$ cat src/rtl/cla_seq_adder_ctrl_pkg.sv
// Shared types and constants for the nibble-serial carry-lookahead adder.
package cla_pkg;

  localparam int NIB = 4;

  typedef enum logic [1:0] {
    IDLE = 2'd0,
    RUN  = 2'd1,
    DONE = 2'd2
  } cla_seq_state_t;

endpackage

$ cat src/rtl/cla_seq_adder_ctrl_if.sv
// Operand/result bundle of the sequential adder, with producer (master) and adder (slave) views.
interface cla_seq_adder_ctrl_if #(
  parameter int WIDTH = 32
);

  // Handshake: a transfer happens on a rising edge where valid && ready are both high.
  // in_*: the producer holds a/b/cin with in_valid until in_ready is seen.
  // out_*: sum/cout/out_valid stay stable until out_ready completes the transfer.
  logic             in_valid;
  logic             in_ready;
  logic [WIDTH-1:0] a;
  logic [WIDTH-1:0] b;
  logic             cin;
  logic             out_valid;
  logic             out_ready;
  logic [WIDTH-1:0] sum;
  logic             cout;
  logic             busy;

  modport master (
    output in_valid, a, b, cin, out_ready,
    input  in_ready, out_valid, sum, cout, busy
  );

  modport slave (
    input  in_valid, a, b, cin, out_ready,
    output in_ready, out_valid, sum, cout, busy
  );

endinterface

$ cat src/rtl/cla_seq_adder_ctrl_cla4_slice.sv
// Combinational 4-bit carry-lookahead adder slice with fully expanded carries.
module cla4_slice
  import cla_pkg::*;
(
  input  logic [NIB-1:0] a,
  input  logic [NIB-1:0] b,
  input  logic           cin,
  output logic [NIB-1:0] sum,
  output logic           cout
);

  logic [NIB-1:0] g;
  logic [NIB-1:0] p;
  logic [NIB-1:0] c;

  assign g = a & b;
  assign p = a ^ b;

  assign c[0] = cin;
  assign c[1] = g[0] | (p[0] & cin);
  assign c[2] = g[1] | (p[1] & g[0]) | (p[1] & p[0] & cin);
  assign c[3] = g[2] | (p[2] & g[1]) | (p[2] & p[1] & g[0]) | (p[2] & p[1] & p[0] & cin);
  assign cout = g[3] | (p[3] & g[2]) | (p[3] & p[2] & g[1]) | (p[3] & p[2] & p[1] & g[0])
              | (p[3] & p[2] & p[1] & p[0] & cin);

  assign sum = p ^ c;

endmodule

$ cat src/rtl/cla_seq_adder_ctrl.sv
// WIDTH-bit adder that reuses one 4-bit lookahead slice over the operands, LSB nibble first.
module cla_seq_adder_ctrl
  import cla_pkg::*;
#(
  parameter int WIDTH = 32
) (
  input  logic                clk,
  input  logic                rst_n,
  cla_seq_adder_ctrl_if.slave bus,
  output cla_seq_state_t      dbg_state
);

  localparam int NSLICE = WIDTH / NIB;
  localparam int IDX_W  = (NSLICE > 1) ? $clog2(NSLICE) : 1;
  localparam logic [IDX_W-1:0] IDX_LAST = IDX_W'(NSLICE - 1);

  cla_seq_state_t   state;
  logic [WIDTH-1:0] a_q;
  logic [WIDTH-1:0] b_q;
  logic [WIDTH-1:0] sum_q;
  logic             carry_q;
  logic [IDX_W-1:0] idx;
  logic             in_ready_q;
  logic             out_valid_q;
  logic             busy_q;

  // NIB is 4, so the bit offset of nibble idx is idx with two zero LSBs appended.
  logic [IDX_W+1:0] bit_base;
  logic [NIB-1:0]   nib_sum;
  logic             nib_cout;

  assign bit_base = {idx, 2'b00};

  cla4_slice u_slice (
    .a    (a_q[bit_base +: NIB]),
    .b    (b_q[bit_base +: NIB]),
    .cin  (carry_q),
    .sum  (nib_sum),
    .cout (nib_cout)
  );

  always_ff @(posedge clk or negedge rst_n) begin
    if (!rst_n) begin
      state       <= IDLE;
      a_q         <= '0;
      b_q         <= '0;
      sum_q       <= '0;
      carry_q     <= 1'b0;
      idx         <= '0;
      in_ready_q  <= 1'b1;
      out_valid_q <= 1'b0;
      busy_q      <= 1'b0;
    end else begin
      case (state)
        IDLE: begin
          if (bus.in_valid) begin
            a_q        <= bus.a;
            b_q        <= bus.b;
            carry_q    <= bus.cin;
            sum_q      <= '0;
            idx        <= '0;
            in_ready_q <= 1'b0;
            busy_q     <= 1'b1;
            state      <= RUN;
          end
        end
        RUN: begin
          sum_q[bit_base +: NIB] <= nib_sum;
          carry_q                <= nib_cout;
          // idx parks on the last nibble instead of wrapping.
          if (idx == IDX_LAST) begin
            out_valid_q <= 1'b1;
            state       <= DONE;
          end else begin
            idx <= idx + 1'b1;
          end
        end
        DONE: begin
          if (bus.out_ready) begin
            out_valid_q <= 1'b0;
            busy_q      <= 1'b0;
            in_ready_q  <= 1'b1;
            state       <= IDLE;
          end
        end
        default: begin
          state <= IDLE;
        end
      endcase
    end
  end

  assign bus.in_ready  = in_ready_q;
  assign bus.out_valid = out_valid_q;
  assign bus.busy      = busy_q;
  assign bus.sum       = sum_q;
  assign bus.cout      = carry_q;
  assign dbg_state     = state;

endmodule

$ cat src/flat_wrapper.sv
// flat-port wrapper written by rule: the top's interface ports become plain ports
module cla_seq_adder_ctrl_flat import cla_pkg::*;
#(
  parameter int WIDTH = 32
)
  (clk, rst_n, dbg_state, bus_in_valid, bus_a, bus_b, bus_cin, bus_out_ready, bus_in_ready, bus_out_valid, bus_sum, bus_cout, bus_busy);
  cla_seq_adder_ctrl_if #(.WIDTH(WIDTH)) bus_i ();
  input  logic clk;
  input  logic rst_n;
  output cla_seq_state_t dbg_state;
  input wire logic [$bits(bus_i.in_valid)-1:0] bus_in_valid;
  input wire logic [$bits(bus_i.a)-1:0] bus_a;
  input wire logic [$bits(bus_i.b)-1:0] bus_b;
  input wire logic [$bits(bus_i.cin)-1:0] bus_cin;
  input wire logic [$bits(bus_i.out_ready)-1:0] bus_out_ready;
  output wire logic [$bits(bus_i.in_ready)-1:0] bus_in_ready;
  output wire logic [$bits(bus_i.out_valid)-1:0] bus_out_valid;
  output wire logic [$bits(bus_i.sum)-1:0] bus_sum;
  output wire logic [$bits(bus_i.cout)-1:0] bus_cout;
  output wire logic [$bits(bus_i.busy)-1:0] bus_busy;
  assign bus_i.in_valid = bus_in_valid;
  assign bus_i.a = bus_a;
  assign bus_i.b = bus_b;
  assign bus_i.cin = bus_cin;
  assign bus_i.out_ready = bus_out_ready;
  assign bus_in_ready = bus_i.in_ready;
  assign bus_out_valid = bus_i.out_valid;
  assign bus_sum = bus_i.sum;
  assign bus_cout = bus_i.cout;
  assign bus_busy = bus_i.busy;
  cla_seq_adder_ctrl #(.WIDTH(WIDTH)) u_core (.clk(clk), .rst_n(rst_n), .bus(bus_i), .dbg_state(dbg_state));
endmodule
$ cat config.mk
export PLATFORM = sky130hd
export DESIGN_NAME = cla_seq_adder_ctrl_flat
export DESIGN_NICKNAME = d
export VERILOG_FILES = /design/src/rtl/cla_seq_adder_ctrl_pkg.sv /design/src/rtl/cla_seq_adder_ctrl_if.sv /design/src/rtl/cla_seq_adder_ctrl_cla4_slice.sv /design/src/rtl/cla_seq_adder_ctrl.sv /design/src/flat_wrapper.sv
export SDC_FILE = /design/constraint.sdc
export NUM_CORES = 1
export LEC_CHECK = 0
export ABC_AREA = 1
export ABC_CLOCK_PERIOD_IN_PS = 3200
export BUFFER_PORTS_ARGS = -buffer_cell sky130_fd_sc_hd__buf_4
export CORE_MARGIN = 2
export CORE_UTILIZATION = 55
export DETAILED_ROUTE_END_ITERATION = 6
export PLACE_DENSITY = 0.8
export SYNTH_ARGS = -nofsm -noshare
export SYNTH_HDL_FRONTEND = slang
export SYNTH_HIERARCHICAL = 1
export SYNTH_SLANG_ARGS = --single-unit
$ cat constraint.sdc
create_clock -name clk -period 3.2 [get_ports clk]
set_clock_uncertainty 0.1 [all_clocks]
set_input_delay 0.16 -clock clk [delete_from_list [all_inputs] [get_ports clk]]
set_output_delay 0.16 -clock clk [all_outputs]
set_load 0.02 [all_outputs]
Word level (Yosys, flattened, before mapping)
Index checks and enable logic that the tools add are counted.
- bits in registers: 105
- bits of input ports: 69
- output and inout port bits: 38
- add/sub/neg operators: 2
- equality and inequality tests: 7
- shift-type cells: 4
- mux-type cells: 20
- bitwise logic cells: 29
- reductions and logical operators: 10
- operators by type and width (operator ; number):
    $pmux W32 S2 ; 1
    $shiftx A32 B6 Y4 ; 2
    $bwmux W32 ; 1
    $mux W32 ; 1
    $shift A4 B7 Y32 const A ; 1
    $shiftx A4 B7 Y32 ; 1
    $and A1 B1 Y1 ; 16
    $reduce_and A3 Y1 ; 4
    $or A1 B1 Y1 ; 10
    $pmux W1 S2 ; 4
    $xor A4 B4 Y4 ; 2
    $neg A5 Y7 ; 1
    $mux W1 ; 6
    $mux W2 ; 3
    $mux W3 ; 2
    $ne A2 B2 Y1 const B ; 3
    $pmux W2 S3 ; 1
    $pmux W3 S2 ; 1
    $reduce_bool A2 Y1 ; 3
    $and A4 B4 Y4 ; 1
    $reduce_and A2 Y1 ; 2
    $add A3 B1 Y3 const B ; 1
    $eq A3 B3 Y1 const B ; 1
    $eq A2 B1 Y1 const B ; 1
    3 further kinds ; 3

Depth between registers and ports, before layout
Gate-level depths: netlist of run 1.
- depth in word-level cells: 10
- depth in mapped cells: 19
- mapped depth without buffers: 17

Modules after synthesis
The synthesis of run 1 kept the hierarchy.
- modules (own cells, without submodules) (module ; instances ; cells each ; area each (µm²) ; sequential area each (µm²)):
    cla_seq_adder_ctrl ; 1 ; 652 ; 5042.3 ; 2628.8
    cla4_slice ; 1 ; 31 ; 188.9 ; 0.0

Least setup slack after synthesis of run 1
OpenSTA, ideal clock, no wires.
- path type: reg-to-reg
- start point: register u_core.idx[1]
- end point: register u_core.sum_q[7], in the netlist u_core/bus.sum[7]
- library setup time: 0.065 ns
- arrival time: 2.196 ns
- data required time: 3.035 ns
- slack: 0.839 ns
- cell stages (with the launch flop): 18
- period minus slack after synthesis: 2.361 ns
- cell sequence: dfrtp_1 -> buf_4 -> inv_4 -> buf_2 -> nor2_1 -> o21ai_0 -> nand2_1 -> nand2_1 -> nand2_1 -> ha_1 -> or2_0 -> nand2_1 -> nand3_1 -> nand2_1 -> nand3_1 -> nor2_1 -> nand2_1 -> nand2_1
- cells in the longest elaborated chain, start to end: 10
- elaborated cells between the ends (all ways): 25
- RTL lines (what ; RTL line ; text):
    start, declared ; cla_seq_adder_ctrl.sv:22 ; logic [IDX_W-1:0] idx;
    start signal, assigned ; cla_seq_adder_ctrl.sv:75 ; idx <= idx + 1'b1;
    $shiftx A32 B6 Y4, on equally long branches ; cla_seq_adder_ctrl.sv:35, cla_seq_adder_ctrl.sv:36 ;
    $xor A4 B4 Y4 / $and A4 B4 Y4 (equally long branches) ; cla_seq_adder_ctrl_cla4_slice.sv:17, cla_seq_adder_ctrl_cla4_slice.sv:16 ;
    $and A1 B1 Y1 ; cla_seq_adder_ctrl_cla4_slice.sv:22 ; assign c[3] = g[2] | (p[2] & g[1]) | (p[2] & p[1] & g[0]) | (p[2] & p[1] & p[0] & cin);
    $or A1 B1 Y1 / $and A1 B1 Y1 (equally long branches) (2 in a row) ; cla_seq_adder_ctrl_cla4_slice.sv:22 ;
    $or A1 B1 Y1 ; cla_seq_adder_ctrl_cla4_slice.sv:22 ;
    $xor A4 B4 Y4 * ; cla_seq_adder_ctrl_cla4_slice.sv:26 ; assign sum = p ^ c;
    via u_core.nib_sum[3] ; cla_seq_adder_ctrl.sv:29 ; logic [NIB-1:0] nib_sum;
    $shiftx A4 B7 Y32 * ; cla_seq_adder_ctrl.sv:68 ; sum_q[bit_base +: NIB] <= nib_sum;
    $bwmux W32 * ; cla_seq_adder_ctrl.sv:68 ;
    $pmux W32 S2 * ; cla_seq_adder_ctrl.sv:54 ; case (state)
    end signal, assigned by index ; cla_seq_adder_ctrl.sv:68 ;
    end, declared ; cla_seq_adder_ctrl.sv:20 ; logic [WIDTH-1:0] sum_q;
The timed path passes the listed nets; every way through them passes the cells marked *.
A chain may end at the register's enable or synchronous reset.

Worst setup path in the final report of run 1
- start point: register u_core.idx[0]
- end point: register u_core.sum_q[29], in the netlist u_core/bus.sum[29]
- elaborated cells between the ends (all ways): 25
- RTL lines (what ; RTL line ; text):
    $shiftx A32 B6 Y4, on equally long branches ; cla_seq_adder_ctrl.sv:35, cla_seq_adder_ctrl.sv:36 ;
    $xor A4 B4 Y4 ; cla_seq_adder_ctrl_cla4_slice.sv:17 ; assign p = a ^ b;
    $and A1 B1 Y1 ; cla_seq_adder_ctrl_cla4_slice.sv:20 ; assign c[1] = g[0] | (p[0] & cin);
    $or A1 B1 Y1 ; cla_seq_adder_ctrl_cla4_slice.sv:20 ;
    $xor A4 B4 Y4 * ; cla_seq_adder_ctrl_cla4_slice.sv:26 ;
    via u_core.nib_sum[1] ; cla_seq_adder_ctrl.sv:29 ;
    $shiftx A4 B7 Y32 * ; cla_seq_adder_ctrl.sv:68 ;
    $bwmux W32 * ; cla_seq_adder_ctrl.sv:68 ;
    $pmux W32 S2 * ; cla_seq_adder_ctrl.sv:54 ;
Marked as above.

==> impl_metrics.env, run 1 <==
export IMPL_cp_arrival_ps=3090
export IMPL_syn_nets=764
export IMPL_die_x_microns=102
export IMPL_core_area_sq_um=9240
export IMPL_placementRows=35
export IMPL_drv_cap=0
export IMPL_num_io_pins=107
export IMPL_routed_wl_microns=13900
export IMPL_yosysWarnings=6
export IMPL_internal_power_mw=3.54
export IMPL_drt_iter0_drc=291
export IMPL_holdCritPathClass="primary input to flip-flop"
export IMPL_power_density_nw_per_um2=977
export IMPL_synthToLayoutAreaGrowth_pct=32.4
export IMPL_dp_slack_ps=396
export IMPL_setup_ws_ps=332
export IMPL_outcome="finished clean"
export IMPL_ir_drop_mv=0.437
export IMPL_routedWlPerCell_microns=14.2
export IMPL_drt_vias_per_instance=5.20
export IMPL_p_leak_nw=3.74
export IMPL_crit_path_frequent_cell="nand2_1"
export IMPL_numClockSinks=105
export IMPL_final_cell_area_sq_um=6920
export IMPL_rsz0062_at_grt="no"
export IMPL_cts_max_path_buffers=2
export IMPL_port_buffer_count=106
export IMPL_p_seq_frac=0.335
export IMPL_grt_pass1_vias=5118
export IMPL_ys_seq_area_frac=0.503
export IMPL_dr_pass1_iters=5
export IMPL_grt_start_max_net_pins=61
export IMPL_required_ps=3420
export IMPL_finalSetupTns_ps=0
export IMPL_combPwrFrac=0.546
export IMPL_netlist_area_leader_share=0.497
export IMPL_grt_total_usage=0.285
export IMPL_gp_congestion=0.905
export IMPL_max_freq_mhz=349
export IMPL_die_h_microns=102
export IMPL_drc=0
export IMPL_clkPwrFrac=0.118
export IMPL_cpPeakStageDelay_ps=440
export IMPL_postSynthCellCount=683
export IMPL_hold_violations=0
export IMPL_slowest_stage="fa_1"
export IMPL_overflow=0
export IMPL_finalPower_mw=6.76
export IMPL_yosysTopAreaCell="dfrtp_1"
export IMPL_antenna_left=0
export IMPL_worstPathCellList="buf_4, inv_2, o21ai_0, nand2_1, nand2_1, nand2_1, inv_1, fa_1, xnor2_1, nand3_1, nor2_1, nand2_1, nand2_1"
export IMPL_clockRootBuffer="clkbuf_8"
export IMPL_ys_ff_latch=105
export IMPL_sw_frac_of_total=0.477
export IMPL_nNetsFinal=926
export IMPL_grt_pass1_wl_microns=23500
export IMPL_worstSetupPathType="flip-flop to flip-flop"
export IMPL_clkTransAtPathRegs_ps=100
export IMPL_start_util=0.566
export IMPL_critPathBufInv=3
export IMPL_slew_headroom=0.596
export IMPL_dp_hpwl_microns=8890
export IMPL_timing_final_crit_share=0.896
export IMPL_synth_edf_count=0
export IMPL_cts_tree="built"
export IMPL_end_kind="flip-flop"
export IMPL_antenna_found_initial=0
export IMPL_avgSynthCellArea_sq_um=7.66
export IMPL_synth_main_ff_cell="dfrtp_1"
export IMPL_switchingPower_mw=3.23
export IMPL_worstMarginPinSlew_ps=606
export IMPL_placed_cell_area_sq_um=6060
export IMPL_crit_path_max_fanout=31
export IMPL_via_count=5087
export IMPL_drive_gt1_frac=0.181
export IMPL_yosys_top_cells_count="316 x nand2_1, 104 x dfrtp_1, 83 x nor2_1"
export IMPL_synth_most_common_cell="nand2_1"
export IMPL_startpoint_type="flip-flop"
export IMPL_netlist_area_sq_um=5230
export IMPL_cts_buffers=9
export IMPL_cpLargestDelayFamily="simple AND/OR/NAND/NOR gates"
export IMPL_num_antenna_cells=0
export IMPL_yosys_top_cells_area="dfrtp_1 50%, nand2_1 23%, nor2_1 6.0%, nand3_1 4.8%, o21ai_0 2.7%"
export IMPL_die_area_sq_um=10300
export IMPL_setup_viol=0
export IMPL_insertion_delay_ps=370
export IMPL_htreeDepth=3
export IMPL_yosysUniqueCellTypes=29
export IMPL_drv_slew=0
export IMPL_period_minus_slack_ps=2870
export IMPL_synthArstFlopShare=1.00
## state kept, by name (all words and copies together) (netlist names)
signal	flops
u_core/a_q	32
u_core/b_q	32
u_core/bus.busy	1
u_core/bus.cout	1
u_core/bus.in_ready	1
u_core/bus.out_valid	1
u_core/bus.sum	32
u_core/dbg_state	2
u_core/idx	3
## power by group through the flow
stage                     clock (mW)  sequential, mW  combinational [mW]
final                          0.799            2.27                3.70
after global routing           0.856            2.32                4.17
after CTS                      0.815            2.26                3.64
after detailed placement           0            2.28                3.55
after global placement             0            2.27                3.43
after floorplan                    0            2.36                2.46
## layer usage
| layer | part of all wire | global-route usage | vias to the layer above | routed length, microns |
|---|---|---|---|---|
| met5 | 0 | 0 | - | 0 |
| met4 | 0.021 | 0.0956 | 0 | 289 |
| met3 | 0.055 | 0.0442 | 39 | 768 |
| met2 | 0.50 | 0.488 | 210 | 6980 |
| met1 | 0.42 | 0.371 | 2374 | 5820 |
| li1 | - | - | 2464 | - |
## kinds of logic after synthesis
logic type               Yosys count  share of synthesized area
AND/OR/NAND/NOR                  471                      0.369
AO/OA/AOI/OAI                     42                     0.0414
buffers and inverters             52                     0.0555
flip-flops                       105                      0.503
XOR/XNOR                           1                    0.00167
adder cells (fa/ha/maj)           12                     0.0301
## per-stage QoR
| stage | util | cells | hold WS (ps) |
|---|---|---|---|
| after global routing | 0.749 | 979 | 138 |
| after floorplan | - | 683 | -236 |
| final | 0.749 | 979 | 114 |
| after detailed placement | 0.656 | 896 | 116 |
| after CTS | 0.749 | 979 | 106 |
| after global placement | 0.656 | 896 | 99.5 |
## layout by cell type, fill, tap and decap left out
master	netlist	final
dlygate4sd3_1	0	67
fa_1	1	1
or2_0	1	1
a21oi_1	2	2
dfrtp_1	104	104
o31ai_1	1	1
dfstp_2	1	1
inv_6	0	3
o21ai_0	28	28
nand2_1	316	316
clkinv_1	1	1
buf_12	0	1
xnor2_1	1	1
o21ai_1	10	10
nand4_1	7	7
inv_4	1	1
inv_1	12	12
clkbuf_1	3	1
nand3_4	1	1
nor2_1	83	83
nor2_4	2	2
nand2_2	3	3
buf_4	15	115
nor2_2	2	2
o21ai_2	1	1
clkinv_4	0	1
inv_2	6	6
nand3_1	50	50
nor3_2	5	5
ha_1	11	11
nand3_2	1	1
clkbuf_8	0	11
## worst paths after layout
kind / end / depth (start not counted) / startpoint / slack (ps)
worst max-delay path: u_core/bus.sum[29]$_DFFE_PN0P_ / 13 / u_core/idx[0]$_DFFE_PN0P_ / 330
worst min-delay path: u_core/b_q[20]$_DFFE_PN0P_ / 5 / bus_in_valid / 110
worst max register to register: u_core/bus.sum[29]$_DFFE_PN0P_ / 13 / u_core/idx[0]$_DFFE_PN0P_ / 330
worst min register to register: u_core/bus.in_ready$_DFFE_PN1P_ / 2 / u_core/bus.in_ready$_DFFE_PN1P_ / 370
max in group asynchronous: u_core/b_q[28]$_DFFE_PN0P_ / 3 / rst_n / 2050
min in group asynchronous: u_core/bus.out_valid$_DFFE_PN0P_ / 2 / rst_n / 230
## worst reg2reg max path: stages, from the launching register on
cell and delay, ps:
dfrtp_1 410, buf_4 210, inv_2 360, o21ai_0 180, nand2_1 100, nand2_1 50
nand2_1 100, inv_1 60, fa_1 440, xnor2_1 330, nand3_1 160, nor2_1 190
nand2_1 80, nand2_1 70
## area by class of cell
type	instances	area, sq um
tap	129	161
clock buffer	12	155
timing repair buffer	183	1550
inverter	20	77.6
fill	675	2320
multi-input combinational	526	2310
sequential	105	2630
clock inverter	4	35.0
## timing repair
item | CTS | global route
hold endpoints to repair | 111 | 0
hold buffers | 67 | 0
buffers inserted | 0 | 0
resized for setup | 0 | 0
Note: power is estimated with default switching activity, not from simulation.
==> inputs of run 2 (changes only) <==
Settings changed: CELL_PAD_IN_SITES_DETAIL_PLACEMENT set to 2, CELL_PAD_IN_SITES_GLOBAL_PLACEMENT set to 2, CORE_UTILIZATION 55 to 31, PLACE_DENSITY 0.8 to unset, PLACE_DENSITY_LB_ADDON set to 0.1, RECOVER_POWER set to 50.
==> run 2 against run 1 <==
Net effect: the run now ends with capacitance limit, slew limit left; sequential share of layout area decreased by 0.18 points; setup slack improved by 130 ps; non-clock buffer count grew 1; via count up 1.0%; final area rose by 0.47%; routed wire length is 30% higher; largest power group unchanged; highest routed layer unchanged.
==> impl_metrics.env, run 2 (synthesis gave the netlist of run 1 again) <==
export IMPL_grt_start_max_net_pins=76
export IMPL_placementRows=47
export IMPL_period_minus_slack_ps=2740
export IMPL_cp_startpoint="u_core/idx[0]$_DFFE_PN0P_"
export IMPL_routedWlPerCell_microns=16.9
export IMPL_port_buffer_count=106
export IMPL_drt_vias_per_instance=4.80
export IMPL_violations="capacitance limit, slew limit"
export IMPL_start_util=0.317
export IMPL_drv_slew=76
export IMPL_grt_total_usage=0.214
export IMPL_grt_pass1_wl_microns=30200
export IMPL_holdCritPathClass="primary input to flip-flop"
export IMPL_via_count=5138
export IMPL_rrSetupSlack_ps=460
export IMPL_power_density_nw_per_um2=1010
export IMPL_crit_path_max_fanout=24
export IMPL_overflow=0
export IMPL_cts_buffers=9
export IMPL_worstSetupPathType="flip-flop to flip-flop"
export IMPL_holdPathStages=4
export IMPL_drt_iter0_drc=245
export IMPL_die_h_microns=134
export IMPL_setup_viol=0
export IMPL_antenna_left=0
export IMPL_max_freq_mhz=365
export IMPL_postLayoutCoreUtil=0.421
export IMPL_ir_drop_mv=0.425
export IMPL_drive_gt1_frac=0.132
export IMPL_drv_cap=1
export IMPL_dr_pass1_iters=4
export IMPL_slowest_stage="dfrtp_1"
export IMPL_finalSetupTns_ps=0
export IMPL_antenna_found_initial=0
export IMPL_drc=0
export IMPL_routed_wl_microns=18100
export IMPL_cpPeakStageDelay_ps=410
export IMPL_final_cell_mix="316 x nand2_1, 104 x dfrtp_1, 83 x nor2_1"
export IMPL_num_antenna_cells=0
export IMPL_clockRootBuffer="clkbuf_16"
export IMPL_insertion_delay_ps=360
export IMPL_nNetsFinal=927
export IMPL_die_x_microns=134
export IMPL_dp_hpwl_microns=12100
export IMPL_num_io_pins=107
export IMPL_crit_path_frequent_cell="nand2_1"
export IMPL_r2r_end="u_core/bus.sum[14]$_DFFE_PN0P_"
export IMPL_core_area_sq_um=16500
export IMPL_required_ps=3390
export IMPL_timing_final_crit_share=0.856
export IMPL_holdPathEnd="u_core/a_q[20]$_DFFE_PN0P_"
export IMPL_die_area_sq_um=17900
export IMPL_rsz0062_at_grt="no"
export IMPL_cts_tree="built"
export IMPL_worstMarginPinSlew_ps=1950
export IMPL_layout_commonest_cell="nand2_1"
export IMPL_clkTransAtPathRegs_ps=70
export IMPL_numClockSinks=105
export IMPL_min_from="bus_in_valid"
export IMPL_rr_worst_depth=16
export IMPL_startpoint_type="flip-flop"
export IMPL_grt_pass1_vias=5800
export IMPL_gp_congestion=0.765
export IMPL_hold_violations=0
export IMPL_cpLargestDelayFamily="simple AND/OR/NAND/NOR gates"
export IMPL_r2r_start="u_core/idx[0]$_DFFE_PN0P_"
export IMPL_end_kind="flip-flop"
export IMPL_slew_headroom=-0.302
export IMPL_worstPathCellList="buf_4, nor2_1, nor2_1, o21ai_0, nand2_1, nand2_1, nand2_1, ha_1, nand3_1, nand3_1, nand2_1, nand2_1, nand3_1, nor2_1, nand2_1, nand2_1"
export IMPL_p_leak_nw=3.61
export IMPL_cts_max_path_buffers=2
export IMPL_cp_arrival_ps=2930
export IMPL_outcome="finished, violations left"
export IMPL_critPathBufInv=1
export IMPL_synthToLayoutAreaGrowth_pct=33.0
export IMPL_htreeDepth=3
## run 2: cell types whose count changed in the layout (fill, tap and decap cells not counted), moves of 3 or more
| cell | change |
|---|---|
| buf_4 | -38 |
| clkbuf_1 | +43 |
| clkbuf_16 | +9 |
| clkbuf_8 | -10 |
| inv_6 | -3 |
## run 2: where the power goes
part,leakage [nW],switching (mW),total [mW],internal [mW]
Combinational,2.14,2.55,3.73,1.18
Sequential,1.34,0.381,2.27,1.89
Clock,0.128,0.496,1.05,0.551
Total,3.61,3.43,7.05,3.62
## run 2: metrics by stage
stage          setup WS [ps]  instance area [sq um]  hold slack (ps)  instances  total power, mW
2_1_floorplan            839                   5230             -236        683             4.81
3_3_place_gp             571                   6170              256        988             5.90
3_5_place_dp             511                   6170              264        988             6.08
4_1_cts                  466                   7110              197       1071             7.26
5_1_grt                 71.9                   6960              226       1071             7.73
6_report                 462                   6960              203       1071             7.05
## run 2: worst max-delay path by stage
stage                                                end  slack, ps  cells past startpoint
after global placement    u_core/bus.sum[15]$_DFFE_PN0P_        570                     14
after CTS                 u_core/bus.sum[15]$_DFFE_PN0P_        470                     14
after detailed placement  u_core/bus.sum[25]$_DFFE_PN0P_        510                     12
after global routing       u_core/bus.sum[5]$_DFFE_PN0P_         70                     14
final                     u_core/bus.sum[14]$_DFFE_PN0P_        460                     16
after floorplan            u_core/bus.sum[7]$_DFFE_PN0P_        840                     17
## run 2: repair_timing
item,4_1_cts,5_1_grt
resized for setup,0,0
buffers inserted,0,0
hold buffers,67,0
hold endpoints to repair,138,0
## run 2: area by class of cell
| cell class | count | area [sq um] |
|---|---|---|
| clock buffers | 15 | 258 |
| clock inverters | 1 | 5.00 |
| fillers | 1890 | 9570 |
| inverters | 20 | 77.6 |
| multi-input cells | 526 | 2310 |
| flip-flops and latches | 105 | 2630 |
| well taps | 220 | 275 |
| repair buffers | 184 | 1400 |
## run 2: layer usage
| metal | track usage | vias up | wire length [microns] |
|---|---|---|---|
| li1 | - | 2458 | - |
| met1 | 0.258 | 2592 | 7730 |
| met2 | 0.398 | 76 | 9710 |
| met3 | 0.0242 | 12 | 430 |
| met4 | 0.0644 | 0 | 195 |
| met5 | 0 | - | 0 |
## run 2: tightest hold or removal path: stages
cell and delay [ps]:
buf_4 120, nand3_4 200, nand2_1 80, nand2_1 60
==> inputs of run 3 (changes only) <==
Settings changed: ABC_CLOCK_PERIOD_IN_PS 3200 to 2600.
Clock period 3.2 ns to 2.6 ns, I/O delays scaled along.
==> run 3 against run 2 <==
Net effect: the run ends with capacitance limit, slew limit, setup timing left; utilization up 4.7 points; clock power up 25%; combinational power up 90%; cell count up 2.0%; final area up 11%; flip-flop and latch count unchanged; setup slack worse by 570 ps; sequential share of layout area down 3.8 points; non-clock buffer count up 21; die area unchanged; clock-buffer cell count down 2; largest power group unchanged.
==> impl_metrics.env, run 3 (synthesis gave the netlist of run 1 again) <==
export IMPL_nNetsFinal=948
export IMPL_switchingPower_mw=5.65
export IMPL_clkTransAtPathRegs_ps=70
export IMPL_worstSetupPathType="flip-flop to flip-flop"
export IMPL_setup_ws_ps=-109
export IMPL_final_cell_mix="296 x nand2_1, 102 x dfrtp_1, 88 x buf_4"
export IMPL_cpLargestDelayFamily="simple AND/OR/NAND/NOR gates"
export IMPL_grt_pass1_vias=5899
export IMPL_placementRows=47
export IMPL_setup_viol=14
export IMPL_antenna_left=0
export IMPL_dr_pass1_iters=4
export IMPL_port_buffer_count=106
export IMPL_slew_headroom=-0.0514
export IMPL_worstPathCellList="buf_6, buf_12, nor2_1, nor2_1, o21ai_1, nand2_1, nand2_2, nand2_2, ha_4, nand2_2, nand2_2, nand2_2, nand2_1, nand2_2, nand2_4, nand3_4, nor2_4, nand2_1, nand2_1"
export IMPL_gp_congestion=0.787
export IMPL_insertion_delay_ps=360
export IMPL_core_area_sq_um=16500
export IMPL_cp_startpoint="u_core/idx[0]$_DFFE_PN0P_"
export IMPL_numClockSinks=105
export IMPL_required_ps=2800
export IMPL_routedWlPerCell_microns=20.0
export IMPL_synthToLayoutAreaGrowth_pct=47.9
export IMPL_die_x_microns=134
export IMPL_holdPathStages=3
export IMPL_critPathBufInv=2
export IMPL_drt_iter0_drc=263
export IMPL_start_util=0.317
export IMPL_startpoint_type="flip-flop"
export IMPL_ir_drop_mv=0.581
export IMPL_cts_buffers=9
export IMPL_fill_cells=1845
export IMPL_clkPwrFrac=0.116
export IMPL_die_h_microns=134
export IMPL_grtUsageMet1=0.264
export IMPL_crit_path_frequent_cell="nand2_2"
export IMPL_outcome="finished, violations left"
export IMPL_drv_cap=1
export IMPL_sw_frac_of_total=0.500
export IMPL_cp_arrival_ps=2910
export IMPL_cp_endpoint="u_core/bus.sum[15]$_DFFE_PN0P_"
export IMPL_period_minus_slack_ps=2710
export IMPL_drt_vias_per_instance=4.95
export IMPL_grt_start_max_net_pins=53
export IMPL_dp_hpwl_microns=12000
export IMPL_cts_tree="built"
export IMPL_slowest_stage="dfrtp_2"
export IMPL_top_usage_layer="met2"
export IMPL_cpPeakStageDelay_ps=480
export IMPL_power_density_nw_per_um2=1460
export IMPL_hold_violations=0
export IMPL_layout_commonest_cell="nand2_1"
export IMPL_combPwrFrac=0.628
export IMPL_use_met3=0.0268
export IMPL_crit_path_max_fanout=8
export IMPL_grt_total_usage=0.219
export IMPL_cp_depth=19
export IMPL_max_freq_mhz=369
export IMPL_htreeDepth=3
export IMPL_internal_power_mw=5.65
export IMPL_drv_slew=25
export IMPL_antenna_found_initial=1
export IMPL_cts_max_path_buffers=2
export IMPL_via_count=5402
export IMPL_grt_pass1_wl_microns=30900
export IMPL_placed_cell_area_sq_um=6250
export IMPL_dp_slack_ps=-44.4
export IMPL_rr_worst_depth=19
export IMPL_r2r_end="u_core/bus.sum[15]$_DFFE_PN0P_"
export IMPL_grtUsageMet2=0.409
export IMPL_die_area_sq_um=17900
export IMPL_final_cell_area_sq_um=7740
export IMPL_timing_final_crit_share=1.04
export IMPL_rrSetupSlack_ps=-110
export IMPL_finalSetupTns_ps=-800
export IMPL_r2r_start="u_core/idx[0]$_DFFE_PN0P_"
export IMPL_worstMarginPinSlew_ps=1580
export IMPL_violations="capacitance limit, slew limit, setup timing"
export IMPL_drc=0
export IMPL_p_leak_nw=3.84
export IMPL_num_io_pins=107
export IMPL_drive_gt1_frac=0.250
export IMPL_clockRootBuffer="clkbuf_16"
export IMPL_p_seq_frac=0.256
export IMPL_finalPower_mw=11.3
export IMPL_routed_wl_microns=21800
export IMPL_end_kind="flip-flop"
export IMPL_overflow=0
export IMPL_holdCritPathClass="primary input to flip-flop"
export IMPL_rsz0062_at_grt="yes"
==> run 3: changes by cell type in the layout (fill, tap and decap cells not counted), moves of 6 or more <==
| cell | previous run | this run |
|---|---|---|
| nand2_2 | 3 | 21 |
| nor2_4 | 2 | 16 |
| nor2_2 | 2 | 16 |
| nand3_1 | 50 | 39 |
| buf_4 | 77 | 88 |
| clkbuf_1 | 44 | 38 |
| o21ai_0 | 28 | 13 |
| nor2_1 | 83 | 55 |
| nand2_1 | 316 | 296 |
| buf_12 | 0 | 6 |
| nand3_2 | 1 | 8 |
| o21ai_2 | 1 | 9 |
==> run 3: final cells by class <==
type	instances	area [sq um]	area share
clock inverter	2	15.0	0.00194
sequential	105	2630	0.340
timing repair buffer	205	1750	0.226
antenna	1	2.50	0.000323
multi-input combinational	526	2720	0.352
tap	220	275	0.0356
inverter	20	91.3	0.0118
clock buffer	13	250	0.0323
==> run 3: how the worst min path moves through the flow <==
stage | start | end
finish | bus_in_valid | u_core/dbg_state[0]$_DFFE_PN0P_
global route | bus_in_valid | u_core/dbg_state[0]$_DFFE_PN0P_
CTS | bus_in_valid | u_core/dbg_state[0]$_DFFE_PN0P_
detailed placement | rst_n | u_core/b_q[9]$_DFFE_PN0P_
global placement | rst_n | u_core/b_q[9]$_DFFE_PN0P_
floorplan | rst_n | u_core/a_q[0]$_DFFE_PN0P_
==> run 3: per-layer routing <==
metal	part of all wire	vias up
met3	0.024	37
li1	-	2527
met5	0	-
met1	0.40	2741
met2	0.55	97
met4	0.026	0
==> run 3: what timing repair did <==
action                                  in CTS  in global routing
hold buffers                                67                  0
endpoints found under the hold margin      141                  0
resized for setup                           22                114
endpoints found under the setup margin      19                 27
cloned                                       0                  5
setup buffers                                0                 10
pin swaps                                    7                 46
==> run 3: power groups by stage <==
stage               Clock, mW  Combinational (mW)  Sequential, mW
floorplan                   0                3.02            2.90
detailed placement          0                4.81            2.81
CTS                      1.32                5.23            2.81
global placement            0                4.61            2.78
global route             1.40                7.68            2.98
finish                   1.31                7.10            2.89
==> run 3: tightest hold or removal path, cell delays in order <==
cell	delay [ps]
buf_4	120
nand3_4	110
o21ai_2	110
==> run 3: stage by stage <==
step / util / std cells / hold slack (ps)
CTS: 0.440 / 1076 / 61.2
global route: 0.468 / 1092 / 117
detailed placement: 0.379 / 994 / -34.4
floorplan: - / 683 / -266
global placement: 0.379 / 994 / -27.6
finish: 0.468 / 1092 / 90.2
